--- config.mk ---
export PLATFORM = sky130hd
export DESIGN_NAME = cpu_reset_seq
export DESIGN_NICKNAME = d
export VERILOG_FILES = /design/src/rtl/cpu_reset_seq_pkg.sv /design/src/rtl/cpu_reset_seq_rst_sync.sv /design/src/rtl/cpu_reset_seq.sv
export SDC_FILE = /design/constraint.sdc
export NUM_CORES = 1
export LEC_CHECK = 0
export ABC_AREA = 1
export CAP_MARGIN = 20
export CORE_MARGIN = 4
export CORE_UTILIZATION = 47
export DETAILED_ROUTE_END_ITERATION = 7
export PLACE_DENSITY = 0.83
export SLEW_MARGIN = 0
export SYNTH_ARGS = -nofsm -noshare
export SYNTH_HDL_FRONTEND = slang
export SYNTH_SLANG_ARGS = --single-unit
--- constraint.sdc ---
create_clock -name clk -period 1.6 [get_ports clk]
set_input_delay 0.32 -clock clk [delete_from_list [all_inputs] [get_ports clk]]
set_output_delay 0.32 -clock clk [all_outputs]
set_load 0.01 [all_outputs]
--- src/rtl/cpu_reset_seq_pkg.sv ---
// cpu_reset_pkg: FSM encodings and pipeline stage indices
// shared by the core reset sequencer and its bench.
package cpu_reset_pkg;

  typedef enum logic [2:0] {
    ST_RESET   = 3'd0,
    ST_HOLD    = 3'd1,
    ST_RELEASE = 3'd2,
    ST_RUN     = 3'd3,
    ST_DRAIN   = 3'd4,
    ST_HALTED  = 3'd5
  } rst_state_t;

  localparam int IF  = 0;
  localparam int ID  = 1;
  localparam int EX  = 2;
  localparam int MEM = 3;
  localparam int WB  = 4;

endpackage

--- src/rtl/cpu_reset_seq_rst_sync.sv ---
// rst_sync: reset synchroniser with asynchronous assert and
// synchronous deassert through a chain of STAGES flops.
module rst_sync #(
  parameter int STAGES = 2
) (
  input  logic clk,
  input  logic i_rst_n,
  output logic o_rst_s
);

  logic [STAGES-1:0] r_chain;

  always_ff @(posedge clk or negedge i_rst_n) begin
    if (!i_rst_n) begin
      r_chain <= '0;
    end else begin
      r_chain <= {r_chain[STAGES-2:0], 1'b1};
    end
  end

  assign o_rst_s = r_chain[STAGES-1];

endmodule

--- src/rtl/cpu_reset_seq.sv ---
// cpu_reset_seq: staged pipeline reset release (WB first, IF last),
// PC vector load and halt/drain handshake. Option: RST_WATCHDOG_EN.
module cpu_reset_seq
  import cpu_reset_pkg::*;
#(
  parameter int SYNC_STAGES   = 2,
  parameter int HOLD_CYCLES   = 16,
  parameter int STAGE_GAP     = 1,
  parameter int NUM_STAGES    = 5,
  parameter int DRAIN_TIMEOUT = 64
) (
  input  logic                  clk,
  input  logic                  rst,
  input  logic                  halt_req,
  input  logic                  pipe_idle,
  output logic [NUM_STAGES-1:0] stage_rst_n,
  output logic                  pc_load,
  output logic                  fetch_en,
  output logic                  cpu_running,
  output logic                  halt_ack,
  output logic                  drain_timeout,
  output logic [2:0]            state
);

  localparam int HW = (HOLD_CYCLES > 1) ? $clog2(HOLD_CYCLES) : 1;
  localparam int GW = (STAGE_GAP > 1) ? $clog2(STAGE_GAP) : 1;
  localparam logic [HW-1:0] HOLD_LAST = HW'(HOLD_CYCLES - 1);
  localparam logic [GW-1:0] GAP_LAST  = GW'(STAGE_GAP - 1);

  rst_state_t            r_state;
  rst_state_t            w_state_nxt;
  logic [HW-1:0]         r_hold;
  logic [HW-1:0]         w_hold_nxt;
  logic [GW-1:0]         r_gap;
  logic [GW-1:0]         w_gap_nxt;
  logic [NUM_STAGES-1:0] r_stage;
  logic [NUM_STAGES-1:0] w_stage_nxt;
  logic [NUM_STAGES-1:0] w_stage_shift;
  logic                  w_rst_s;

`ifdef RST_WATCHDOG_EN
  localparam int DW = (DRAIN_TIMEOUT > 1) ? $clog2(DRAIN_TIMEOUT) : 1;
  localparam logic [DW-1:0] DRAIN_LAST = DW'(DRAIN_TIMEOUT - 1);

  logic [DW-1:0] r_wd;
  logic [DW-1:0] w_wd_nxt;
  logic          r_to;
  logic          w_to_nxt;
`endif

  rst_sync #(
    .STAGES (SYNC_STAGES)
  ) u_sync (
    .clk     (clk),
    .i_rst_n (rst),
    .o_rst_s (w_rst_s)
  );

  // a one shifts in from the WB end, so stages wake WB -> IF
  assign w_stage_shift = {1'b1, r_stage[NUM_STAGES-1:1]};

  always_ff @(posedge clk or negedge rst) begin
    if (!rst) begin
      r_state <= ST_RESET;
    end else begin
      r_state <= w_state_nxt;
    end
  end

  always_ff @(posedge clk or negedge rst) begin
    if (!rst) begin
      r_hold  <= '0;
      r_gap   <= '0;
      r_stage <= '0;
    end else begin
      r_hold  <= w_hold_nxt;
      r_gap   <= w_gap_nxt;
      r_stage <= w_stage_nxt;
    end
  end

`ifdef RST_WATCHDOG_EN
  always_ff @(posedge clk or negedge rst) begin
    if (!rst) begin
      r_wd <= '0;
      r_to <= 1'b0;
    end else begin
      r_wd <= w_wd_nxt;
      r_to <= w_to_nxt;
    end
  end
`endif

  always_comb begin
    w_state_nxt = r_state;
    w_hold_nxt  = r_hold;
    w_gap_nxt   = r_gap;
    w_stage_nxt = r_stage;
    pc_load     = 1'b0;
    fetch_en    = 1'b0;
    cpu_running = 1'b0;
    halt_ack    = 1'b0;
`ifdef RST_WATCHDOG_EN
    w_wd_nxt    = '0;
    w_to_nxt    = r_to;
`endif
    unique case (r_state)
      ST_RESET: begin
        w_hold_nxt = '0;
        w_gap_nxt  = '0;
        // the first cycle with rst_s high is hold cycle 0
        if (w_rst_s) begin
          if (HOLD_CYCLES == 1) begin
            w_state_nxt = ST_RELEASE;
            w_stage_nxt = w_stage_shift;
          end else begin
            w_state_nxt = ST_HOLD;
            w_hold_nxt  = HW'(1);
          end
        end
      end
      ST_HOLD: begin
        if (r_hold == HOLD_LAST) begin
          w_state_nxt = ST_RELEASE;
          w_hold_nxt  = '0;
          w_stage_nxt = w_stage_shift;
        end else begin
          w_hold_nxt = r_hold + HW'(1);
        end
      end
      ST_RELEASE: begin
        pc_load = r_stage[IF];
        if (r_stage[IF]) begin
          w_state_nxt = ST_RUN;
        end else if (r_gap == GAP_LAST) begin
          w_gap_nxt   = '0;
          w_stage_nxt = w_stage_shift;
        end else begin
          w_gap_nxt = r_gap + GW'(1);
        end
      end
      ST_RUN: begin
        fetch_en    = 1'b1;
        cpu_running = 1'b1;
        if (halt_req) begin
          w_state_nxt = ST_DRAIN;
        end
      end
      ST_DRAIN: begin
        if (pipe_idle) begin
          w_state_nxt = ST_HALTED;
`ifdef RST_WATCHDOG_EN
        end else if (r_wd == DRAIN_LAST) begin
          w_state_nxt = ST_HALTED;
          w_to_nxt    = 1'b1;
`endif
        end else if (!halt_req) begin
          w_state_nxt = ST_RUN;
        end
`ifdef RST_WATCHDOG_EN
        if (w_state_nxt == ST_DRAIN) begin
          w_wd_nxt = r_wd + DW'(1);
        end
`endif
      end
      ST_HALTED: begin
        halt_ack = 1'b1;
        if (!halt_req) begin
          w_state_nxt = ST_RUN;
        end
      end
      default: begin
        w_state_nxt = ST_RESET;
      end
    endcase
  end

  assign stage_rst_n = r_stage;
  assign state       = r_state;

`ifdef RST_WATCHDOG_EN
  assign drain_timeout = r_to;
`else
  assign drain_timeout = 1'b0;
`endif

endmodule

Word level (Yosys, flattened, before mapping)
Index checks and enable logic that the tools add are counted.
{"block": "op_classes", "addsub": 2, "multipliers": 0, "div_mod_pow": 0, "magnitude_cmp": 0, "n_eq_ne": 12, "shift": 0, "n_mux": 20, "n_bitwise": 0, "reduce_logical": 8}
{"cell": "3-bit two-way mux", "n": 6}
{"cell": "3-bit one-hot mux with 6 select lines", "n": 1}
{"cell": "5-bit two-way mux", "n": 3}
{"cell": "2-bit inequality test (second input constant)", "n": 5}
{"cell": "5-bit one-hot mux with 2 select lines", "n": 1}
{"cell": "4-bit one-hot mux with 2 select lines", "n": 1}
{"cell": "4-bit AND reduction", "n": 2}
{"cell": "3-bit by 2-bit == test with 1-bit output (second input constant)", "n": 2}
{"cell": "3-bit == test (second input constant)", "n": 2}
{"cell": "1-bit two-way mux", "n": 6}
{"cell": "2-bit nonzero test", "n": 3}
{"cell": "4-bit by 1-bit adder with 4-bit output (second input constant)", "n": 1}
{"cell": "4-bit == test (second input constant)", "n": 1}
{"cell": "4-bit two-way mux", "n": 1}
{"cell": "2-bit AND reduction", "n": 2}
{"cell": "3-bit by 1-bit == test with 1-bit output (second input constant)", "n": 1}
{"cell": "3-bit zero test", "n": 1}
{"cell": "2-bit by 1-bit inequality test with 1-bit output (second input constant)", "n": 1}
{"cell": "1-bit one-hot mux with 2 select lines", "n": 1}
{"cell": "1-bit adder (second input constant)", "n": 1}
{"block": "totals", "reg_bits": 15, "latchBits": 0, "mem_bits_rw": 0, "rom_bits": 0, "wordCells": 48, "mem_count": 0}

Depth between registers and ports, before layout
Gate-level depths: netlist (run 1).
{"block": "depth", "ltp_word": 4, "mapped_depth": 7}

Hierarchy
Synthesis (run 1) repeated with hierarchy kept, for this count alone.
{"block": "hier_totals", "hier_cells": 95, "area_unflattened_um2": 750.7}
{"mod": "cpu_reset_seq", "instances": 1, "cells_each": 92, "area_per_inst_um2": 696.9, "seq_area_each_um2": 300.3}
{"mod": "rst_sync", "instances": 1, "cells_each": 3, "area_per_inst_um2": 53.8, "seq_area_each_um2": 50.0}

Worst setup path after synthesis (run 1)
Ideal clock, no wire load.
{"block": "synth_path", "kind": "reg-to-output", "start": "reg r_state[0], in the netlist state[0]", "end": "out pc_load", "arrival_ps": 945, "required_ps": 1280, "slack_ps": 335, "path_stages_with_launch": 4, "path_buffers": 0, "cell_sequence": "dfrtp_1 nor2_2 nand3_1 inv_1"}
{"block": "synth_between", "elab_chain_cells": 2}
{"element": "start, declared", "line": "cpu_reset_seq.sv:30", "text": "rst_state_t r_state;"}
{"element": "start signal, assigned", "line": "cpu_reset_seq.sv:66", "text": "r_state <= w_state_nxt;"}
{"element": "3-bit by 2-bit == test with 1-bit output", "line": "cpu_reset_seq.sv:107", "text": "unique case (r_state)"}
{"element": "1-bit two-way mux", "line": "cpu_reset_seq.sv:107"}
{"element": "end, declared", "line": "cpu_reset_seq.sv:17", "text": "output logic pc_load,"}
Every way passes these cells.

Final worst setup path (run 1)
{"block": "layout_path", "start": "reg r_state[1], in the netlist state[1]", "end": "out state[1]"}
{"element": "end, declared", "line": "cpu_reset_seq.sv:22", "text": "output logic [2:0] state"}
No word-level cell between the ends.

==> qor.csv, run 1 <==
stage;metric;value;unit
run_status;status;complete, no violations;
global_route;grt ovf;0;
detailed_routing;detail-routed net length per standard cell;11.7;µm
place;Port-buffer cells;15;
power;Net Sw Power;0.933;mW
synthesis;Most used DFF post-synth;dfrtp_1;
layout;fin nets;129;
clocking;worst skew pair latency;270;ps
timing;Fmax achieved;0.646;GHz
floorplan;row count;14;
setup_path;Critical Path AT;1230;ps
timing;setup_tns;0;ps
layout;n_diodes;0;
synthesis;synth warn;0;
floorplan;die extent in y;48.0;µm
detailed_routing;Post-DRT Antenna Nets;0;
power;Leak;0.544;nW
power;peak supply drop;1.10;mV
power;internal power;1.16;mW
synthesis;Synth Net Count;100;
setup_path;critical path depth;1;
synthesis;EDFF count, synth;0;
synthesis;Avg Cell Area, Syn;7.90;µm²
setup_path;CP peak stage delay;550;ps
timing;RSZ-0062 raised after global routing;no;
synthesis;most frequent cells after synthesis;nand2_1, dfrtp_1, inv_1;
global_route;vias in the first global route;669;
synthesis;Post-Syn Area;751;µm²
floorplan;CORE AREA;1510;µm²
clocking;TritonCTS Sinks;14;
clocking;CTS tree;yes;
global_route;total track usage;16.8;%
detailed_routing;Vias/cell;5.08;
synthesis;synth unique cells;23;
setup_path;cells on worst reg2reg path;9;
place;Placer Congestion;0.812;
worst_hold_path;min-delay worst type;in2async;
detailed_routing;DRC;0;
timing;crit share post-route;96.7;%
power;pwr dens;2080;nW/µm²
synthesis;cell taking the most area after synthesis;dfrtp_1;
detailed_routing;total number of vias;701;
setup_path;critical path class;reg2out;
synthesis;synthesized flop and latch total;14;
floorplan;Initial Utilization;49.8;%
synthesis;Gate Count Post-Synth;95;
power;Flop pwr share;28.5;%
clocking;CTS root buf;clkbuf_4;
synthesis;share of the synthesized area in the top cell type;46.7;%
detailed_routing;Iteration-0 DRC Markers;12;
power;Gate power share;62.5;%
synthesis;most frequent cell after synthesis;nand2_1;
global_route;initial antenna violation count;0;
clocking;Longest Clk Path Bufs;2;
floorplan;io pins;17;
setup_path;Data required, critical path;1280;ps
detailed_routing;DRT Pass-1 Iters;4;
floorplan;Die Area;2300;µm²
timing;Worst Slack Setup Final;52.4;ps
place;DP Area;973;µm²
layout;Design Area, Final;1000;µm²
setup_path;Crit-path slowest cell;clkdlybuf4s50_1;
synthesis;sequential cell area fraction in the yosys report;46.7;%
synthesis;Synth area leaders;dfrtp_1, nand2_1, inv_1, nor2_1, nand3_1;
setup_path;CP startpoint kind;flop;
place;pre-CTS setup slack;28.4;ps
layout;filler cell count;137;
setup_path;Worst Path Buf+Inv;1;
setup_path;worst-path maximum fanout;5;
timing;setup violators final;0;
setup_path;Crit path max-delay family;buffers and inverters;
floorplan;Die W;48.0;µm
global_route;largest net degree at the start of global routing;15;
clocking;CTS Buf Count;3;
global_route;first-pass GRT wire length;2710;µm
place;Post-DP HPWL;1220;µm
clocking;H-Tree Depth;1;
layout;Syn-to-layout area delta;33.8;%
run;Max-Cap Viols;0;
timing;final hold viol count;0;
power;Sw Share;44.7;%
detailed_routing;drt total wl;1620;µm
clocking;Worst-path clk slew;80;ps
timing;max-slew violation count;0;
timing;final setup skew;4.17;ps
timing;min Tclk post-route;1550;ps
power;clock power share;9.1;%
layout;layout cell share with drive strength beyond 1;27.0;%
setup_path;critical-path cell list;clkdlybuf4s50_1;
synthesis;asr flop ratio synth;100;%
setup_path;critical path endpoint category;output pin;
==> kinds of logic (layout without fill, tap and decap cells) <==
| logic type | Yosys count | after routing | share of synthesized area [%] |
|---|---|---|---|
| DFF | 14 | 14 | 46.7 |
| buffers and inverters | 19 | 46 | 10.5 |
| other | 2 | 2 | 1.00 |
| and+or+nand+nor | 47 | 47 | 30.5 |
| adders and majority gates | 1 | 1 | 1.67 |
| AOI/OAI and AO/OA | 11 | 11 | 8.50 |
| xor gates and xnor gates | 1 | 1 | 1.17 |
==> cells in the final DEF, fill, tap and decap left out, types with 2 or more instances in the layout <==
master / synthesis / final
clkbuf_2: 0 / 3
dfrtp_1: 14 / 13
dlygate4sd2_1: 0 / 2
nor2_2: 3 / 3
nand2_2: 2 / 2
clkdlybuf4s50_1: 0 / 8
inv_2: 4 / 4
nand3_1: 7 / 6
nor2_1: 11 / 10
clkbuf_4: 0 / 3
a21oi_1: 2 / 2
buf_4: 2 / 11
o21ai_1: 4 / 4
nand3_2: 2 / 3
nand2_1: 19 / 19
inv_1: 13 / 13
conb_1: 2 / 2
==> path summary, 6_finish.rpt <==
check / from / endpoint / slack (ps)
worst min register to register: u_sync.r_chain[0]$_DFF_PN0_ / u_sync.r_chain[1]$_DFF_PN0_ / 360
max in group asynchronous: rst / state[1]$_DFFE_PN0P_ / 1070
worst max register to register: state[2]$_DFFE_PN0P_ / state[0]$_DFFE_PN0P_ / 230
min in group clk: u_sync.r_chain[0]$_DFF_PN0_ / u_sync.r_chain[1]$_DFF_PN0_ / 360
worst max-delay path: state[1]$_DFFE_PN0P_ / state[1] / 50
worst min-delay path: rst / r_hold[3]$_DFFE_PN0P_ / 350
==> final cells by class <==
class / count / area (µm²) / area share, %
tap: 16 / 20.0 / 1.99
inverter: 17 / 63.8 / 6.35
clock buffer: 3 / 22.5 / 2.24
multi-input combinational: 62 / 334 / 33.3
sequential: 14 / 352 / 35.0
timing repair buffer: 26 / 213 / 21.2
==> power by group through the flow <==
stage | Sequential (mW) | Clock (mW) | Combinational, mW
after CTS | 0.587 | 0.196 | 1.30
after global placement | 0.591 | 0 | 1.25
after detailed placement | 0.599 | 0 | 1.28
final | 0.595 | 0.189 | 1.30
after global routing | 0.612 | 0.206 | 1.46
after floorplan | 0.650 | 0 | 0.692
==> layer usage <==
metal  GRT usage [%]  part of all wire (%)  vias up
met5               0                     0        -
met4            6.99                     0        0
met3            2.26                   5.1        0
met2            28.2                    51       20
met1            21.4                    44      335
li1                -                     -      346
==> registers in the layout, summed over array words and instances, names as in the netlist <==
| name | cells |
|---|---|
| state | 3 |
| u_sync.r_chain | 2 |
| r_hold | 4 |
| stage_rst_n | 5 |
==> stage by stage <==
stage | util, % | hold WS (ps) | total power [mW] | std cells
3_5_place_dp | 64.6 | 341 | 1.88 | 133
5_1_grt | 66.7 | 365 | 2.28 | 138
2_1_floorplan | - | 24.4 | 1.34 | 95
3_3_place_gp | 64.6 | 336 | 1.84 | 133
6_report | 66.7 | 346 | 2.09 | 138
4_1_cts | 66.9 | 348 | 2.08 | 138
==> what timing repair did <==
action	4_1_cts	5_1_grt
hold buffers	0	0
endpoints found under the hold margin	0	0
setup endpoints to repair	6	5
buffers inserted	2	0
resized for setup	9	11
Power figures use the tool's default switching activity.
==> run 2, diff against run 1 <==
==> constraint.sdc (replaced) <==
create_clock -name clk -period 1.5 [get_ports clk]
set_input_delay 0.3 -clock clk [delete_from_list [all_inputs] [get_ports clk]]
set_output_delay 0.3 -clock clk [all_outputs]
set_load 0.01 [all_outputs]
==> qor.csv, run 2 (synthesis results as in run 1) <==
stage;metric;value;unit
run_status;status;complete, but fails checks;
run_status;failing checks;negative setup slack;
clocking;Worst-path clk slew;80;ps
power;Leak;0.584;nW
run;Max-Cap Viols;0;
detailed_routing;DRT Pass-1 Iters;4;
place;Port-buffer cells;15;
setup_path;worst-path maximum fanout;3;
worst_hold_path;min-delay worst type;in2async;
place;pre-CTS setup slack;-40.2;ps
setup_path;critical path class;reg2out;
place;Placer Congestion;0.784;
timing;Worst Slack Setup Final;-10.7;ps
layout;n_diodes;0;
floorplan;io pins;17;
layout;Final Instance Count excl. Fillers;143;
layout;Syn-to-layout area delta;41.8;%
setup_path;Data required, critical path;1200;ps
clocking;CTS Buf Count;3;
power;Power Total;2.39;mW
power;pwr dens;2240;nW/µm²
clocking;CTS root buf;clkbuf_4;
setup_path;CP startpoint kind;flop;
global_route;vias in the first global route;692;
global_route;grt ovf;0;
detailed_routing;Vias/cell;4.97;
timing;setup_tns;-10.7;ps
global_route;total track usage;17.5;%
detailed_routing;total number of vias;711;
detailed_routing;DRC;0;
global_route;first-pass GRT wire length;2700;µm
clocking;CTS tree;yes;
clocking;Longest Clk Path Bufs;2;
layout;filler cell count;118;
layout;commonest non-fill, non-tap cell in the layout;nand2_1;
timing;crit share post-route;101;%
place;DP Cell Count;135;
global_route;initial antenna violation count;0;
floorplan;Initial Utilization;49.8;%
layout;commonest cells after routing, fill and taps aside;nand2_1, buf_4, dfrtp_1;
clocking;H-Tree Depth;1;
setup_path;critical path endpoint category;output pin;
layout;max reg flops;5;
detailed_routing;Iteration-0 DRC Markers;9;
clocking;worst skew pair latency;280;ps
floorplan;row count;14;
setup_path;Critical Path AT;1210;ps
global_route;largest net degree at the start of global routing;15;
clocking;# hold bufs at CTS;0;
detailed_routing;drt total wl;1740;µm
layout;layout cell share with drive strength beyond 1;29.9;%
timing;final setup skew;3.98;ps
floorplan;Die Area;2300;µm²
floorplan;CORE AREA;1510;µm²
layout;Finished Core Util;70.7;%
power;peak supply drop;1.13;mV
layout;fin nets;133;
timing;RSZ-0062 raised after global routing;yes;
floorplan;die extent in y;48.0;µm
floorplan;Die W;48.0;µm
clocking;TritonCTS Sinks;14;
timing;Fmax achieved;0.662;GHz
timing;max-slew violation count;0;
timing;min Tclk post-route;1510;ps
detailed_routing;detail-routed net length per standard cell;12.2;µm
place;Post-DP HPWL;1200;µm
detailed_routing;Post-DRT Antenna Nets;0;
timing;final hold viol count;0;
timing;setup violators final;1;
## run 2: cell count changes in the layout (fill, tap and decap cells not counted), sizes merged
cell | previous run | this run
clkdlybuf4s50 | 8 | 3
buf | 12 | 19
dlygate4sd2 | 2 | 6
clkbuf | 6 | 4
dlymetal6s2s | 1 | 2
## run 2: stage by stage
step                hold WS (ps)  area (µm²)
floorplan                   4.41         751
global placement             336         988
detailed placement           341         988
CTS                          321        1060
global route                 342        1060
finish                       318        1060
## run 2: area by class of cell
type                       count  area (µm²)  share of cell area [%]
tap                           16        20.0                    1.88
sequential                    14         350                    32.9
multi-input combinational     62         354                    33.3
inverter                      17        63.8                    5.99
clock buffer                   4        36.3                    3.41
timing repair buffer          30         240                    22.6
## run 2: report_power, final
part | switching, mW | total [mW] | internal, mW
clock network | 0.119 | 0.266 | 0.148
logic | 0.838 | 1.51 | 0.668
registers | 0.0995 | 0.617 | 0.517
## run 2: what timing repair did
item,4_1_cts,5_1_grt
resized for setup,22,9
pin swaps,0,1
setup buffers,4,0
endpoints found under the setup margin,11,9
## run 2: worst paths after layout
| path | startpoint | to | slack [ps] | cells past startpoint |
|---|---|---|---|---|
| setup / recovery | state[2]$_DFFE_PN0P_ | pc_load | -10 | 5 |
| hold / removal | rst | r_hold[3]$_DFFE_PN0P_ | 320 | 2 |
| setup reg to reg | state[1]$_DFFE_PN0P_ | state[0]$_DFFE_PN0P_ | 110 | 7 |
| hold reg to reg | u_sync.r_chain[0]$_DFF_PN0_ | u_sync.r_chain[1]$_DFF_PN0_ | 360 | 0 |
| max in group asynchronous | rst | stage_rst_n[3]$_DFFE_PN0P_ | 1010 | 2 |
| min in group clk | u_sync.r_chain[0]$_DFF_PN0_ | u_sync.r_chain[1]$_DFF_PN0_ | 360 | 0 |
## run 2: worst max-delay path, cell delays in order, from the launching register on
cell and delay, ps:
dfrtp_1 400, buf_4 150, nor2_4 100, nand3_2 110, inv_1 60, buf_2 120
## run 2: per-layer routing
layer	vias to the layer above	track usage (%)	wire, µm
li1	361	-	-
met1	317	19.2	672
met2	25	29.0	878
met3	8	3.76	117
met4	0	13.4	74
met5	-	0	0
